### config.mk
export PLATFORM = sky130hd
export DESIGN_NAME = store_align_unit
export DESIGN_NICKNAME = d
export VERILOG_FILES = /design/src/rtl/store_pkg.sv /design/src/rtl/store_lane_align.sv /design/src/rtl/store_align_unit.sv
export SDC_FILE = /design/constraint.sdc
export NUM_CORES = 1
export LEC_CHECK = 0
export BUFFER_PORTS_ARGS = -buffer_cell sky130_fd_sc_hd__buf_2
export CORE_MARGIN = 5
export CORE_UTILIZATION = 49
export CTS_CLUSTER_DIAMETER = 150
export DETAILED_ROUTE_END_ITERATION = 8
export GPL_TIMING_DRIVEN = 0
export PLACE_DENSITY_LB_ADDON = 0.1
export SLEW_MARGIN = 10
export SYNTH_ARGS = -nofsm -noshare
export SYNTH_HDL_FRONTEND = slang
export SYNTH_SLANG_ARGS = --single-unit
export TNS_END_PERCENT = 1
### constraint.sdc
create_clock -name clk -period 3.3 [get_ports clk]
set_clock_uncertainty 0.2 [all_clocks]
set_input_delay 0.495 -clock clk [delete_from_list [all_inputs] [get_ports clk]]
set_output_delay 0.495 -clock clk [all_outputs]
set_load 0.01 [all_outputs]
### src/rtl/store_pkg.sv
// Shared definitions for the store alignment path: size encodings,
// the store FSM state type and the memory lane count.
package store_pkg;

  localparam int LANES = 4;

  localparam logic [1:0] SZ_BYTE = 2'b00;
  localparam logic [1:0] SZ_HALF = 2'b01;
  localparam logic [1:0] SZ_WORD = 2'b10;
  localparam logic [1:0] SZ_RSVD = 2'b11;

  typedef enum logic [1:0] {
    IDLE  = 2'b00,
    BEAT0 = 2'b01,
    BEAT1 = 2'b10,
    ERR   = 2'b11
  } state_t;

endpackage

### src/rtl/store_lane_align.sv
// Combinational lane placement for a store: narrows the register value to
// the access size and shifts data and byte enables onto the memory lanes.
// The result spans two words so a store crossing a word boundary can be
// split; the upper half being non-zero marks the store as misaligned.
module store_lane_align
  import store_pkg::*;
(
  input  logic [1:0]           off,
  input  logic [8*LANES-1:0]   data,
  input  logic [1:0]           size,
  output logic [2*LANES-1:0]   be8,
  output logic [16*LANES-1:0]  data64,
  output logic                 misaligned
);

  logic [LANES-1:0]   mask;
  logic [8*LANES-1:0] data_n;

  // Pick the size mask, zero the unused upper bytes, then shift both by the offset
  always_comb begin
    mask   = '0;
    data_n = '0;
    case (size)
      SZ_BYTE: begin
        mask   = 4'b0001;
        data_n = {24'b0, data[7:0]};
      end
      SZ_HALF: begin
        mask   = 4'b0011;
        data_n = {16'b0, data[15:0]};
      end
      SZ_WORD: begin
        mask   = 4'b1111;
        data_n = data;
      end
      default: begin
        mask   = 4'b0000;
        data_n = '0;
      end
    endcase
    be8        = {{LANES{1'b0}}, mask} << off;
    data64     = {{(8*LANES){1'b0}}, data_n} << {off, 3'b000};
    misaligned = |be8[2*LANES-1:LANES];
  end

endmodule

### src/rtl/store_align_unit.sv
// Store alignment unit: accepts one store from the pipeline, drives the
// lane-aligned write beat(s) to data memory with a req/gnt handshake and
// pulses st_done on completion or st_err on rejection.
// Optional feature macro STORE_SPLIT_EN: when defined, stores crossing a
// word boundary are written as two beats; otherwise they are rejected.
module store_align_unit
  import store_pkg::*;
(
  input  logic        clk,
  input  logic        rst,
  input  logic        st_valid,
  output logic        st_ready,
  input  logic [31:0] st_addr,
  input  logic [31:0] st_data,
  input  logic [1:0]  st_size,
  output logic        mem_req,
  input  logic        mem_gnt,
  output logic [31:0] mem_addr,
  output logic [31:0] mem_wdata,
  output logic [3:0]  mem_be,
  output logic        st_done,
  output logic        st_err
);

  state_t      state;
  logic [31:0] hold_addr;
  logic [31:0] hold_data;
  logic [1:0]  hold_size;

  logic [1:0]  lane_off;
  logic [31:0] lane_data;
  logic [1:0]  lane_size;
  logic [7:0]  be8;
  logic [63:0] data64;
  logic        misaligned;
  logic        reject;

  // While idle the aligner looks at the incoming store so the first beat can
  // be registered on the accept edge; afterwards it sees the held copy,
  // which supplies the second beat's lanes.
  always_comb begin
    lane_off  = hold_addr[1:0];
    lane_data = hold_data;
    lane_size = hold_size;
    if (state == IDLE) begin
      lane_off  = st_addr[1:0];
      lane_data = st_data;
      lane_size = st_size;
    end
  end

  store_lane_align u_lane_align (
    .off        (lane_off),
    .data       (lane_data),
    .size       (lane_size),
    .be8        (be8),
    .data64     (data64),
    .misaligned (misaligned)
  );

  // Decide whether an incoming store must take the error path
  always_comb begin
`ifdef STORE_SPLIT_EN
    reject = (st_size == SZ_RSVD);
`else
    reject = (st_size == SZ_RSVD) || misaligned;
`endif
  end

  assign st_ready = (state == IDLE);

  // Store FSM with registered memory-side outputs and completion pulses
  always_ff @(posedge clk or posedge rst) begin
    if (rst) begin
      state     <= IDLE;
      hold_addr <= '0;
      hold_data <= '0;
      hold_size <= SZ_BYTE;
      mem_req   <= 1'b0;
      mem_addr  <= '0;
      mem_wdata <= '0;
      mem_be    <= '0;
      st_done   <= 1'b0;
      st_err    <= 1'b0;
    end else begin
      st_done <= 1'b0;
      case (state)
        IDLE: begin
          if (st_valid) begin
            hold_addr <= st_addr;
            hold_data <= st_data;
            hold_size <= st_size;
            if (reject) begin
              state  <= ERR;
              st_err <= 1'b1;
            end else begin
              state     <= BEAT0;
              mem_req   <= 1'b1;
              mem_addr  <= {st_addr[31:2], 2'b00};
              mem_be    <= be8[3:0];
              mem_wdata <= data64[31:0];
            end
          end
        end
        BEAT0: begin
          if (mem_gnt) begin
`ifdef STORE_SPLIT_EN
            if (misaligned) begin
              state     <= BEAT1;
              mem_addr  <= {hold_addr[31:2], 2'b00} + 32'd4;
              mem_be    <= be8[7:4];
              mem_wdata <= data64[63:32];
            end else begin
              state     <= IDLE;
              mem_req   <= 1'b0;
              mem_addr  <= '0;
              mem_be    <= '0;
              mem_wdata <= '0;
              st_done   <= 1'b1;
            end
`else
            state     <= IDLE;
            mem_req   <= 1'b0;
            mem_addr  <= '0;
            mem_be    <= '0;
            mem_wdata <= '0;
            st_done   <= 1'b1;
`endif
          end
        end
`ifdef STORE_SPLIT_EN
        BEAT1: begin
          if (mem_gnt) begin
            state     <= IDLE;
            mem_req   <= 1'b0;
            mem_addr  <= '0;
            mem_be    <= '0;
            mem_wdata <= '0;
            st_done   <= 1'b1;
          end
        end
`endif
        ERR: begin
          state  <= IDLE;
          st_err <= 1'b0;
        end
        default: begin
          state   <= IDLE;
          mem_req <= 1'b0;
          st_err  <= 1'b0;
        end
      endcase
    end
  end

endmodule
Yosys cells after proc, flatten, opt, wreduce, memory -nomap -nowiden

Cells that the tools add are included.

Output and inout bits: 72
Latch bits: 0
Bits of input ports: 70
Memories: 0
Bits in read-only memories: 0
Register bits after elaboration: 109
Memory bits (writable): 0

Bitwise logic cells: 2
Divide/modulo/power cells: 0
Add/subtract/negate cells: 0
$mul: 0
Reductions and logical operators: 10
Muxes and demuxes: 29
Shift operators: 2
Order comparisons: 0
Equality and inequality tests: 9

Operators by type and width:

| cell                                                                  | number |
|---|---|
| 32-bit two-way mux                                                    | 6 |
| 32-bit one-hot mux with 2 select lines                                | 2 |
| 32-bit one-hot mux with 3 select lines                                | 1 |
| 32-bit by 5-bit << shifter with 32-bit output                         | 1 |
| 4-bit two-way mux                                                     | 3 |
| 4-bit one-hot mux with 3 select lines                                 | 1 |
| 2-bit two-way mux                                                     | 5 |
| 4-bit one-hot mux with 2 select lines                                 | 1 |
| 4-bit AND reduction                                                   | 2 |
| 4-bit by 2-bit << shifter with 8-bit output                           | 1 |
| 1-bit two-way mux                                                     | 7 |
| 2-bit equality test, second input constant                            | 3 |
| 2-bit != test, second input constant                                  | 3 |
| 2-bit by 1-bit equality test with 1-bit output, second input constant | 2 |
| 2-bit logical NOT                                                     | 2 |
| 2-bit one-hot mux with 2 select lines                                 | 1 |
| 2-bit AND reduction                                                   | 2 |
| 4-bit OR reduction                                                    | 1 |
| 1-bit one-hot mux with 3 select lines                                 | 1 |
| 3-bit AND reduction                                                   | 1 |
| 2-bit by 1-bit != test with 1-bit output, second input constant       | 1 |
| 1-bit inverter                                                        | 2 |
| 1-bit one-hot mux with 2 select lines                                 | 1 |
| 2-bit nonzero test                                                    | 1 |
| 1-bit logical OR                                                      | 1 |

Depth between registers and ports, before layout

Gate-level depths: netlist of the first run.

Depth after elaboration: 10
Depth in mapped cells: 13
Mapped depth without buffers: 11

Hierarchy

A second synthesis of the first run with hierarchy kept.

Cell total of the unflattened synthesis: 624
Area, all modules: 5893.2 um2

By module, submodules not included:

| module           | cells an instance | area each (um2) | times used | seq. area each (um2) |
|---|---|---|---|---|
| store_align_unit | 433               | 4707.0          | 1          | 2677.6 |
| store_lane_align | 191               | 1186.1          | 1          | 0.0 |

Least setup slack after synthesis of the first run

No wires, ideal clock.

Kind: register to register
Start point: register state[0]
End point: register mem_wdata[16]
Clock period less this slack: 3.377 ns
Cell stages (with the launch flop): 12
Slack: -0.077 ns
Setup time: 0.125 ns
Arrival time: 3.052 ns
Path buffers: 1
Path through: dfrtp_1 > or2_2 > inv_2 > buf_2 > mux2i_1 > inv_1 > ha_1 > nor3_1 > nor4_1 > a21oi_1 > nor4_1 > mux2_2

Cells in the longest elaborated chain, start to end: 9
Elaborated cells on any way between the ends: 22

RTL lines:

| element                                                                        | RTL line                | text |
|---|---|---|
| start, declared                                                                | store_align_unit.sv:25  | `state_t state;` |
| start signal, assigned                                                         | store_align_unit.sv:75  | `state <= IDLE;` |
| start signal, assigned                                                         | store_align_unit.sv:94  | `state <= ERR;` |
| start signal, assigned                                                         | store_align_unit.sv:97  | `state <= BEAT0;` |
| 2-bit logical NOT *                                                            | n/a                     |  |
| net st_ready                                                                   | store_align_unit.sv:12  | `output logic st_ready,` |
| branches (longest 8 deep; another with 32-bit one-hot mux with 3 select lines) | n/a                     |  |
| end signal, assigned                                                           | store_align_unit.sv:101 | `mem_wdata <= data64[31:0];` |
| end, declared                                                                  | store_align_unit.sv:19  | `output logic [31:0] mem_wdata,` |

Mark *: on every way through the listed nets, which the timed path passes. The select of a mux whose other input is x is not followed.
A chain may end at the register's enable or synchronous reset.

Worst setup path in the final report of the first run

Start point: register state[0]
End point: register mem_wdata[18]

Cells in the longest elaborated chain, start to end: 9
Elaborated cells on any way between the ends: 22

RTL lines:

| element |
|---|
| branches (longest 9 deep; another with 32-bit one-hot mux with 3 select lines) |

Parallel ways; which one is timed is not known. The select of a mux whose other input is x is not followed.

==> results_dict.tcl, run 1 <==
set metrics [dict create \
    status "finished, final reports clean" \
    grt_remaining_overflow 0 \
    critPathMaxFanout 10 \
    fin_area_um2 7170 \
    antenna_found_initial 1 \
    min_period_ps 3250 \
    core_area_um2 11400 \
    crit_path_end_kind "flip-flop" \
    setup_violations 0 \
    synth_top_cell_area_share 0.472 \
    gp_congestion 0.923 \
    fillCellCount 1019 \
    worst_slack_ps 54.2 \
    multi_input_area_um2 2790 \
    synthArstFlopShare 1.00 \
    placed_cell_area_um2 6610 \
    yosys-top-cells-area "dfrtp_1, nand2_1, mux2_2" \
    max_slew_margin 0.401 \
    hold_path_startpoint "st_data[18]" \
    fmax_mhz 308 \
    port-buffer-count 138 \
    die_w_um 118 \
    yosysWarningCount 0 \
    netlist_area_um2 5670 \
    yosysUniqueCellTypes 52 \
    startpoint_type "flip-flop" \
    drive_above_1_share 0.335 \
    dr_total_vias 5367 \
    synth_flop_cell "dfrtp_1" \
    slowest_stage "dfrtp_2" \
    worstSetupPathType "flip-flop to flip-flop" \
    fin_util 0.630 \
    cap_violations 0 \
    area_delta_synth_final_pct 26.3 \
    maxSlewViolCount 0 \
    die-area_um2 13800 \
    arrival_ps 3340 \
    synth_enable_flop_cells 0 \
    totalWireLength_um 18500 \
    period_share 0.984 \
    synthCells 633 \
    grt_usage 0.265 \
    io_pins 142 \
    path_cells "or2_4 > inv_6 > buf_12 > mux2i_4 > inv_1 > ha_2 > nand2b_1 > clkbuf_2 > a21oi_2 > o22ai_1 > nor3_1 > mux2_2" \
    cts_tree "done" \
    drt-pass1-iter-count 4 \
    cp.required_ps 3400 \
    worstRegToRegCells 12 \
    synth_seq_area_share 0.472 \
    clock_sinks 107 \
    vias_per_cell 5.69 \
    grt_pass1_wl_um 29200 \
    worstHoldPathType "input port to flip-flop" \
    r2r_end "mem_wdata[18]" \
    rows 39 \
    n_antenna_cell 0 \
    p_leak_nw 3.51 \
    fin_tns_setup_ps 0 \
    reg2reg_slack_ps 50 \
    drtIter0Drc 448 \
    regArea_um2 2680 \
    clkSlewWorstSetupHoldPaths_ps 70 \
    holdPathEnd "hold_data[18]" \
    ctsHtreeMaxLevel 3 \
    synthTopCellsByCount "nand2_1, dfrtp_1, o21ai_0" \
    ant_nets 0 \
    grt_pass1_vias 5251 \
    ys_ff_latch 107 \
    drc 0 \
    yosysMostFrequentCell "nand2_1" \
    routedWlPerCell_um 19.6 \
    synth_top_area_cell "dfrtp_1" \
    fin_nets 872 \
    worst_path_largest_cell_delay_ps 410 \
    cts-buffers-inserted 9 \
    clk_path_buf_depth 2 \
    peakVddDrop_uv 663 \
    reg2reg_from "state[0]" \
    die_h_um 118 \
    worst_pin_slew_ps 894 \
    insertion_delay_ps 360 \
    finalPower_w 0.00799 \
    cts_root_buf "clkbuf_16" \
    syn_area_per_cell_um2 8.96 \
    post-place-ws_ps -975 \
    dpl.hpwl_um 14100 \
    initial_utilization 0.499 \
    hold_depth 3 \
    grt_max_degree 38 \
    power_density_nw_per_um2 1110 \
    hold_viol 0 \
]
## per-layer routing
metal,part of all wire,vias to the layer above,GRT usage
li1,-,2540,-
met1,0.44,2594,0.361
met2,0.47,208,0.422
met3,0.071,23,0.0702
met4,0.018,2,0.0652
met5,0.00070,-,0
## critical path: cells and delay by family (launching register included)
| kind | cells | cell delay (ps) |
|---|---|---|
| simple gates | 3 | 790 |
| fa+ha+maj | 1 | 240 |
| buf+inv | 4 | 650 |
| flops | 1 | 410 |
| compound gates | 2 | 340 |
| mux | 2 | 520 |
## layout make-up
type / instances / area share
Clock inverter: 3 / 0.00314
Clock buffer: 12 / 0.0358
Buffer: 45 / 0.0319
Tap cell: 143 / 0.0250
Multi-Input combinational cell: 443 / 0.390
Inverter: 39 / 0.0216
Timing Repair Buffer: 152 / 0.119
Sequential cell: 107 / 0.374
## cell usage in the layout (no fill, tap or decap), types with 3 or more instances in the layout
master	netlist	routed
o21ai_0	44	42
a21o_1	3	3
nand3_1	5	5
buf_12	0	5
and2_1	3	3
ha_1	5	3
a211oi_2	0	6
o22ai_1	10	10
inv_1	38	37
nand2_1	146	145
mux2_2	38	38
nor3_2	0	3
a221oi_1	3	3
a31oi_1	4	4
nor2b_1	4	4
buf_4	3	11
buf_2	4	141
and3_1	5	5
clkbuf_16	0	9
o32ai_1	5	5
or3b_2	19	19
a222oi_1	3	3
nand4_1	30	30
buf_6	3	4
a21oi_2	0	3
clkbuf_1	33	31
a21oi_1	34	31
o21ai_1	9	11
nor2_1	19	18
dfrtp_1	107	106
nor3_1	8	4
mux2i_1	10	9
## stage by stage
step           hold slack (ps)  std cells
6_report                   140        944
5_1_grt                    150        944
4_1_cts                    134        944
3_5_place_dp               249        918
3_3_place_gp               253        915
2_1_floorplan              239        634
## how the worst max path moves through the flow
stage	slack, ps	to	from
after floorplan	-80	mem_wdata[16]	state[0]
after global placement	-960	mem_wdata[13]	state[0]
after detailed placement	-970	mem_wdata[15]	state[0]
after CTS	10	mem_wdata[0]	state[0]
after global routing	-10	mem_wdata[17]	state[0]
final	50	mem_wdata[18]	state[0]
## registers in the layout, indices dropped and copies added, names as in the netlist
signal,count
st_err,1
hold_data,32
mem_req,1
st_done,1
hold_size,2
mem_wdata,32
state,2
mem_be,4
hold_addr,2
mem_addr,30
## where the power goes
| group | leakage [nW] | switching (W) | total (W) | internal (W) |
|---|---|---|---|---|
| Clock | 0.139 | 0.000490 | 0.00104 | 0.000553 |
| Combinational | 1.98 | 0.00293 | 0.00476 | 0.00183 |
| Sequential | 1.39 | 0.000306 | 0.00218 | 0.00188 |
## timing repair
action | in CTS | in global routing
hold endpoints to repair | 7 | 0
gates resized for setup | 40 | 8
setup endpoints to repair | 69 | 65
setup buffers | 7 | 0
hold buffers | 1 | 0
pin swaps | 3 | 0
gates cloned | 3 | 0
## logic make-up (layout without fill, tap and decap cells)
kind of cell / after synthesis / count (layout) / share of synthesized area
AND/OR/NAND/NOR: 251 / 251 / 0.212
AO/OA/AOI/OAI: 136 / 136 / 0.146
flip-flops: 107 / 107 / 0.472
buffers and inverters: 84 / 251 / 0.0624
multiplexers: 49 / 49 / 0.0957
adder cells (fa/ha/maj): 5 / 5 / 0.0110
other: 1 / 2 / 0.000661
Power figures use the tool's default switching activity.
==> run 2: changes to the inputs <==
Settings changed: BUFFER_PORTS_ARGS -buffer_cell sky130_fd_sc_hd__buf_2 to -buffer_cell sky130_fd_sc_hd__clkbuf_2.
==> results_dict.tcl, run 2 (synthesized netlist as in run 1, its figures left out) <==
set metrics [dict create \
    status "finished, final reports clean" \
    drt-pass1-iter-count 5 \
    gp_congestion 0.925 \
    top_regs "hold_data (32), mem_wdata (32), mem_addr (30)" \
    die-area_um2 13800 \
    gr-usage-met2 0.428 \
    critPathMaxFanout 10 \
    hold_viol 0 \
    multi_input_area_um2 2810 \
    r2r_end "mem_wdata[13]" \
    p_leak_nw 3.50 \
    worstSetupPathType "flip-flop to flip-flop" \
    period_share 0.978 \
    grt_pass1_vias 5340 \
    grt_usage 0.265 \
    rows 39 \
    drive_above_1_share 0.345 \
    worstHoldPathType "input port to flip-flop" \
    cts-buffers-inserted 9 \
    drtIter0Drc 514 \
    setup_violations 0 \
    io_pins 142 \
    worst_pin_slew_ps 907 \
    fmax_mhz 310 \
    cts_tree "done" \
    area_delta_synth_final_pct 27.6 \
    fin_nets 874 \
    dr_total_vias 5404 \
    clk_path_buf_depth 2 \
    startpoint_type "flip-flop" \
    worstRegToRegCells 11 \
    die_w_um 118 \
    power_density_nw_per_um2 1130 \
    fin_util 0.637 \
    n_antenna_cell 0 \
    cp.required_ps 3350 \
    routedWlPerCell_um 19.6 \
    startpoint "state[0]" \
    grt_pass1_wl_um 29400 \
    busiest_layer "met2" \
    final_common_cell "nand2_1" \
    max_slew_margin 0.392 \
    grt_max_degree 39 \
    clkSlewWorstSetupHoldPaths_ps 90 \
    min_period_ps 3230 \
    drc 0 \
    clock_sinks 107 \
    die_h_um 118 \
    final_cell_mix "nand2_1, clkbuf_2, dfrtp_1" \
    peakVddDrop_uv 710 \
    cts_root_buf "clkbuf_16" \
    cap_violations 0 \
    dpl.hpwl_um 14100 \
    crit_end "mem_wdata[13]" \
    port-buffer-count 138 \
    vias_per_cell 5.71 \
    crit_path_end_kind "flip-flop" \
    reg2reg_slack_ps 70 \
    arrival_ps 3270 \
    maxSlewViolCount 0 \
    insertion_delay_ps 370 \
    ant_nets 0 \
    grt_remaining_overflow 0 \
    fillCellCount 1000 \
    reg2reg_from "state[0]" \
    finalPower_w 0.00818 \
    ctsHtreeMaxLevel 3 \
    grt_use_met3 0.0644 \
    totalWireLength_um 18600 \
    antenna_found_initial 0 \
    grt_util_met1 0.363 \
    regArea_um2 2680 \
    core_area_um2 11400 \
    initial_utilization 0.499 \
]
run 2: changes by cell type in the layout (fill, tap and decap cells not counted), moves of 2 or more:
cell,before,now
a21oi_1,31,29
clkbuf_1,31,29
a21oi_2,3,5
inv_8,0,2
clkbuf_8,2,0
clkbuf_2,2,140
clkinvlp_4,1,3
buf_2,141,3
run 2: worst max-delay path, cell delays in order (launching register included):
cell	delay, ps
dfrtp_2	420
or2_4	280
inv_6	130
buf_12	170
mux2i_4	300
inv_1	100
ha_1	250
nor3_4	300
a211oi_2	110
a22oi_1	460
nor2_1	100
mux2_2	290
run 2: through the flow:
step | hold slack, ps | TNS [ps] | std cells | cell area (µm²) | setup slack, ps
floorplan | 239 | -519 | 634 | 5680 | -76.6
global placement | 254 | -39450 | 915 | 6550 | -962
detailed placement | 258 | -41450 | 918 | 6610 | -976
CTS | 120 | 0 | 947 | 7220 | 21.5
global route | 141 | -6.27 | 947 | 7240 | -5.59
finish | 128 | 0 | 947 | 7240 | 73.7
run 2: report_power, final:
group / switching (W) / total (W) / internal, W
sequential: 0.000318 / 0.00220 / 0.00188
clock: 0.000544 / 0.00115 / 0.000604
combinational: 0.00298 / 0.00483 / 0.00186
run 2: cell type report:
cell class,instances,area share
Buffer,45,0.0321
Clock buffer,9,0.0311
Clock inverter,7,0.0118
Inverter,39,0.0214
Multi-Input combinational cell,443,0.389
Sequential cell,107,0.370
Tap cell,143,0.0247
Timing Repair Buffer,154,0.120
run 2: how the worst min path moves through the flow:
stage | start | endpoint | slack (ps) | cells past startpoint
after floorplan | hold_data[0] | hold_data[0] | 240 | 2
after global placement | hold_data[8] | hold_data[8] | 250 | 2
after detailed placement | rst | hold_data[31] | 260 | 2
after CTS | st_data[18] | hold_data[18] | 120 | 3
after global routing | st_data[18] | hold_data[18] | 140 | 3
final | st_data[18] | hold_data[18] | 130 | 3
run 2: what timing repair did:
action / CTS / global route
endpoints found under the setup margin: 69 / 66
gates resized for setup: 49 / 7
endpoints found under the hold margin: 9 / 0
pin swaps: 4 / 0
gates cloned: 3 / 0
hold buffers: 1 / 0
setup buffers: 9 / 0
run 2: metal layers:
| layer | vias to the layer above | wire length (µm) | share of wire |
|---|---|---|---|
| met5 | - | 0 | 0 |
| met1 | 2625 | 8110 | 0.44 |
| li1 | 2540 | - | - |
| met3 | 29 | 1240 | 0.067 |
| met2 | 210 | 8930 | 0.48 |
| met4 | 0 | 306 | 0.016 |
==> run 3: changes to the inputs <==
Settings changed: CORE_UTILIZATION 49 to 55, CTS_BUF_LIST from default to sky130_fd_sc_hd__clkbuf_2 sky130_fd_sc_hd__clkbuf_4 sky130_fd_sc_hd__clkbuf_8.
Clock period 3.3 ns to 3.4 ns, I/O delays scaled along.
==> results_dict.tcl, run 3 (synthesized netlist as in run 1, its figures left out) <==
set metrics [dict create \
    cap_violations 0 \
    clkSlewWorstSetupHoldPaths_ps 100 \
    routedWlPerCell_um 18.8 \
    peakVddDrop_uv 446 \
    area_delta_synth_final_pct 25.6 \
    worstHoldPathType "input port to asynchronous set/reset pin" \
    arrival_ps 3480 \
    fmax_mhz 293 \
    antenna_found_initial 0 \
    crit_path_end_kind "flip-flop" \
    holdBufCountCts 0 \
    p_leak_nw 3.45 \
    grt_remaining_overflow 0 \
    gp_congestion 0.978 \
    worst_path_largest_cell_delay_ps 460 \
    power_density_nw_per_um2 1070 \
    die-area_um2 12400 \
    fin_tns_setup_ps -56.2 \
    drt-pass1-iter-count 5 \
    drtIter0Drc 614 \
    grt_pass1_wl_um 27600 \
    placed_cell_area_um2 6610 \
    initial_utilization 0.557 \
    fin_nets 870 \
    cts_tree "done" \
    path_cells "or2_2 > inv_4 > buf_8 > mux2i_4 > ha_1 > or3_1 > a311o_2 > o21ai_4 > buf_12 > buf_8 > mux2_2" \
    finalPower_w 0.00764 \
    ant_nets 0 \
    maxSlewViolCount 0 \
    cts_root_buf "clkbuf_8" \
    reg2reg_slack_ps -9 \
    die_h_um 112 \
    worst_pin_slew_ps 789 \
    r2r_end "mem_wdata[21]" \
    drive_above_1_share 0.340 \
    final_common_cell "nand2_1" \
    critPathMostFrequentCell "buf_8" \
    whs_ps -12.8 \
    cp.required_ps 3470 \
    status "complete, but fails checks" \
    top_regs "hold_data (32), mem_wdata (32), mem_addr (30)" \
    violations "negative hold slack, negative setup slack" \
    hold_viol 20 \
    max_slew_margin 0.472 \
    rsz0062_at_grt "yes" \
    startpoint_type "flip-flop" \
    reg2reg_from "state[1]" \
    dr_total_vias 5443 \
    worstSetupPathType "flip-flop to flip-flop" \
    fillCellCount 836 \
    die_w_um 112 \
    io_pins 142 \
    worstRegToRegCells 11 \
    n_antenna_cell 0 \
    slowest_stage "a311o_2" \
    grt_usage 0.277 \
    port-buffer-count 138 \
    dpl.hpwl_um 13400 \
    ctsHtreeMaxLevel 3 \
    insertion_delay_ps 380 \
    rows 37 \
    post-place-ws_ps -806 \
    period_share 1.00 \
    clock_sinks 107 \
    drc 0 \
    fin_area_um2 7130 \
    worst_slack_ps -9.32 \
    final_cell_mix "nand2_1, clkbuf_2, dfrtp_1" \
    vias_per_cell 5.83 \
    grt_max_degree 36 \
    totalWireLength_um 17600 \
    critPathMaxFanout 10 \
    core_area_um2 10200 \
    min_period_ps 3410 \
    cts-buffers-inserted 9 \
    clk_path_buf_depth 2 \
    grt_pass1_vias 5195 \
    setup_violations 9 \
]
[run 3: cell count changes in the layout (fill, tap and decap cells not counted), sizes merged]
| cell | change |
|---|---|
| clkinvlp | -1 |
| dlygate4sd3 | -1 |
| bufinv | +1 |
| clkinv | -1 |
| buf | -5 |
| clkbuf | +3 |
| inv | -2 |
[run 3: worst max-delay path by stage]
stage	startpoint	endpoint	slack, ps	depth (start not counted)
5_1_grt	state[1]	mem_be[2]	-90	11
3_5_place_dp	state[0]	mem_wdata[16]	-810	10
3_3_place_gp	state[0]	mem_wdata[16]	-790	10
6_report	state[1]	mem_wdata[21]	-9	11
2_1_floorplan	state[0]	mem_wdata[16]	20	11
4_1_cts	state[0]	mem_wdata[25]	5	12
[run 3: final cells by class]
cell class / count / area, µm² / share of cell area
Inverter: 39 / 153 / 0.0214
Tap cell: 136 / 170 / 0.0239
Timing Repair Buffer: 150 / 873 / 0.122
Buffer: 45 / 241 / 0.0339
Sequential cell: 107 / 2680 / 0.376
Clock buffer: 10 / 131 / 0.0184
Clock inverter: 4 / 76.3 / 0.0107
Multi-Input combinational cell: 443 / 2810 / 0.393
[run 3: power by group]
group | internal, W | switching (W) | leakage (nW)
Clock | 0.000418 | 0.000439 | 0.102
Sequential | 0.00182 | 0.000310 | 1.39
Combinational | 0.00181 | 0.00285 | 1.96
[run 3: layer usage]
| metal | global-route usage | wire length [µm] | vias up |
|---|---|---|---|
| li1 | - | - | 2527 |
| met1 | 0.371 | 7380 | 2632 |
| met2 | 0.452 | 8450 | 248 |
| met3 | 0.0587 | 1270 | 36 |
| met4 | 0.0916 | 491 | 0 |
| met5 | 0 | 0 | - |
[run 3: metrics by stage]
step,instances,utilization,hold WS (ps)
after floorplan,634,-,239
after CTS,927,0.686,0.355
after global placement,908,0.642,252
final,934,0.700,-12.8
after detailed placement,911,0.649,257
after global routing,934,0.700,29.2
[run 3: critical path, delay by kind of cell, from the launching register on]
| kind | cells | cell delay [ps] |
|---|---|---|
| buffers and inverters | 4 | 630 |
| flip-flops | 1 | 440 |
| AND/OR/NAND/NOR | 2 | 760 |
| AO/OA/AOI/OAI | 2 | 630 |
| adder cells (fa/ha/maj) | 1 | 180 |
| multiplexers | 2 | 450 |
[run 3: timing repair]
| action | CTS | global route |
|---|---|---|
| setup buffers | 2 | 5 |
| pin swaps | 2 | 2 |
| setup endpoints to repair | 67 | 66 |
| resized for setup | 35 | 16 |
| endpoints found under the hold margin | 0 | 0 |
| gates cloned | 0 | 2 |
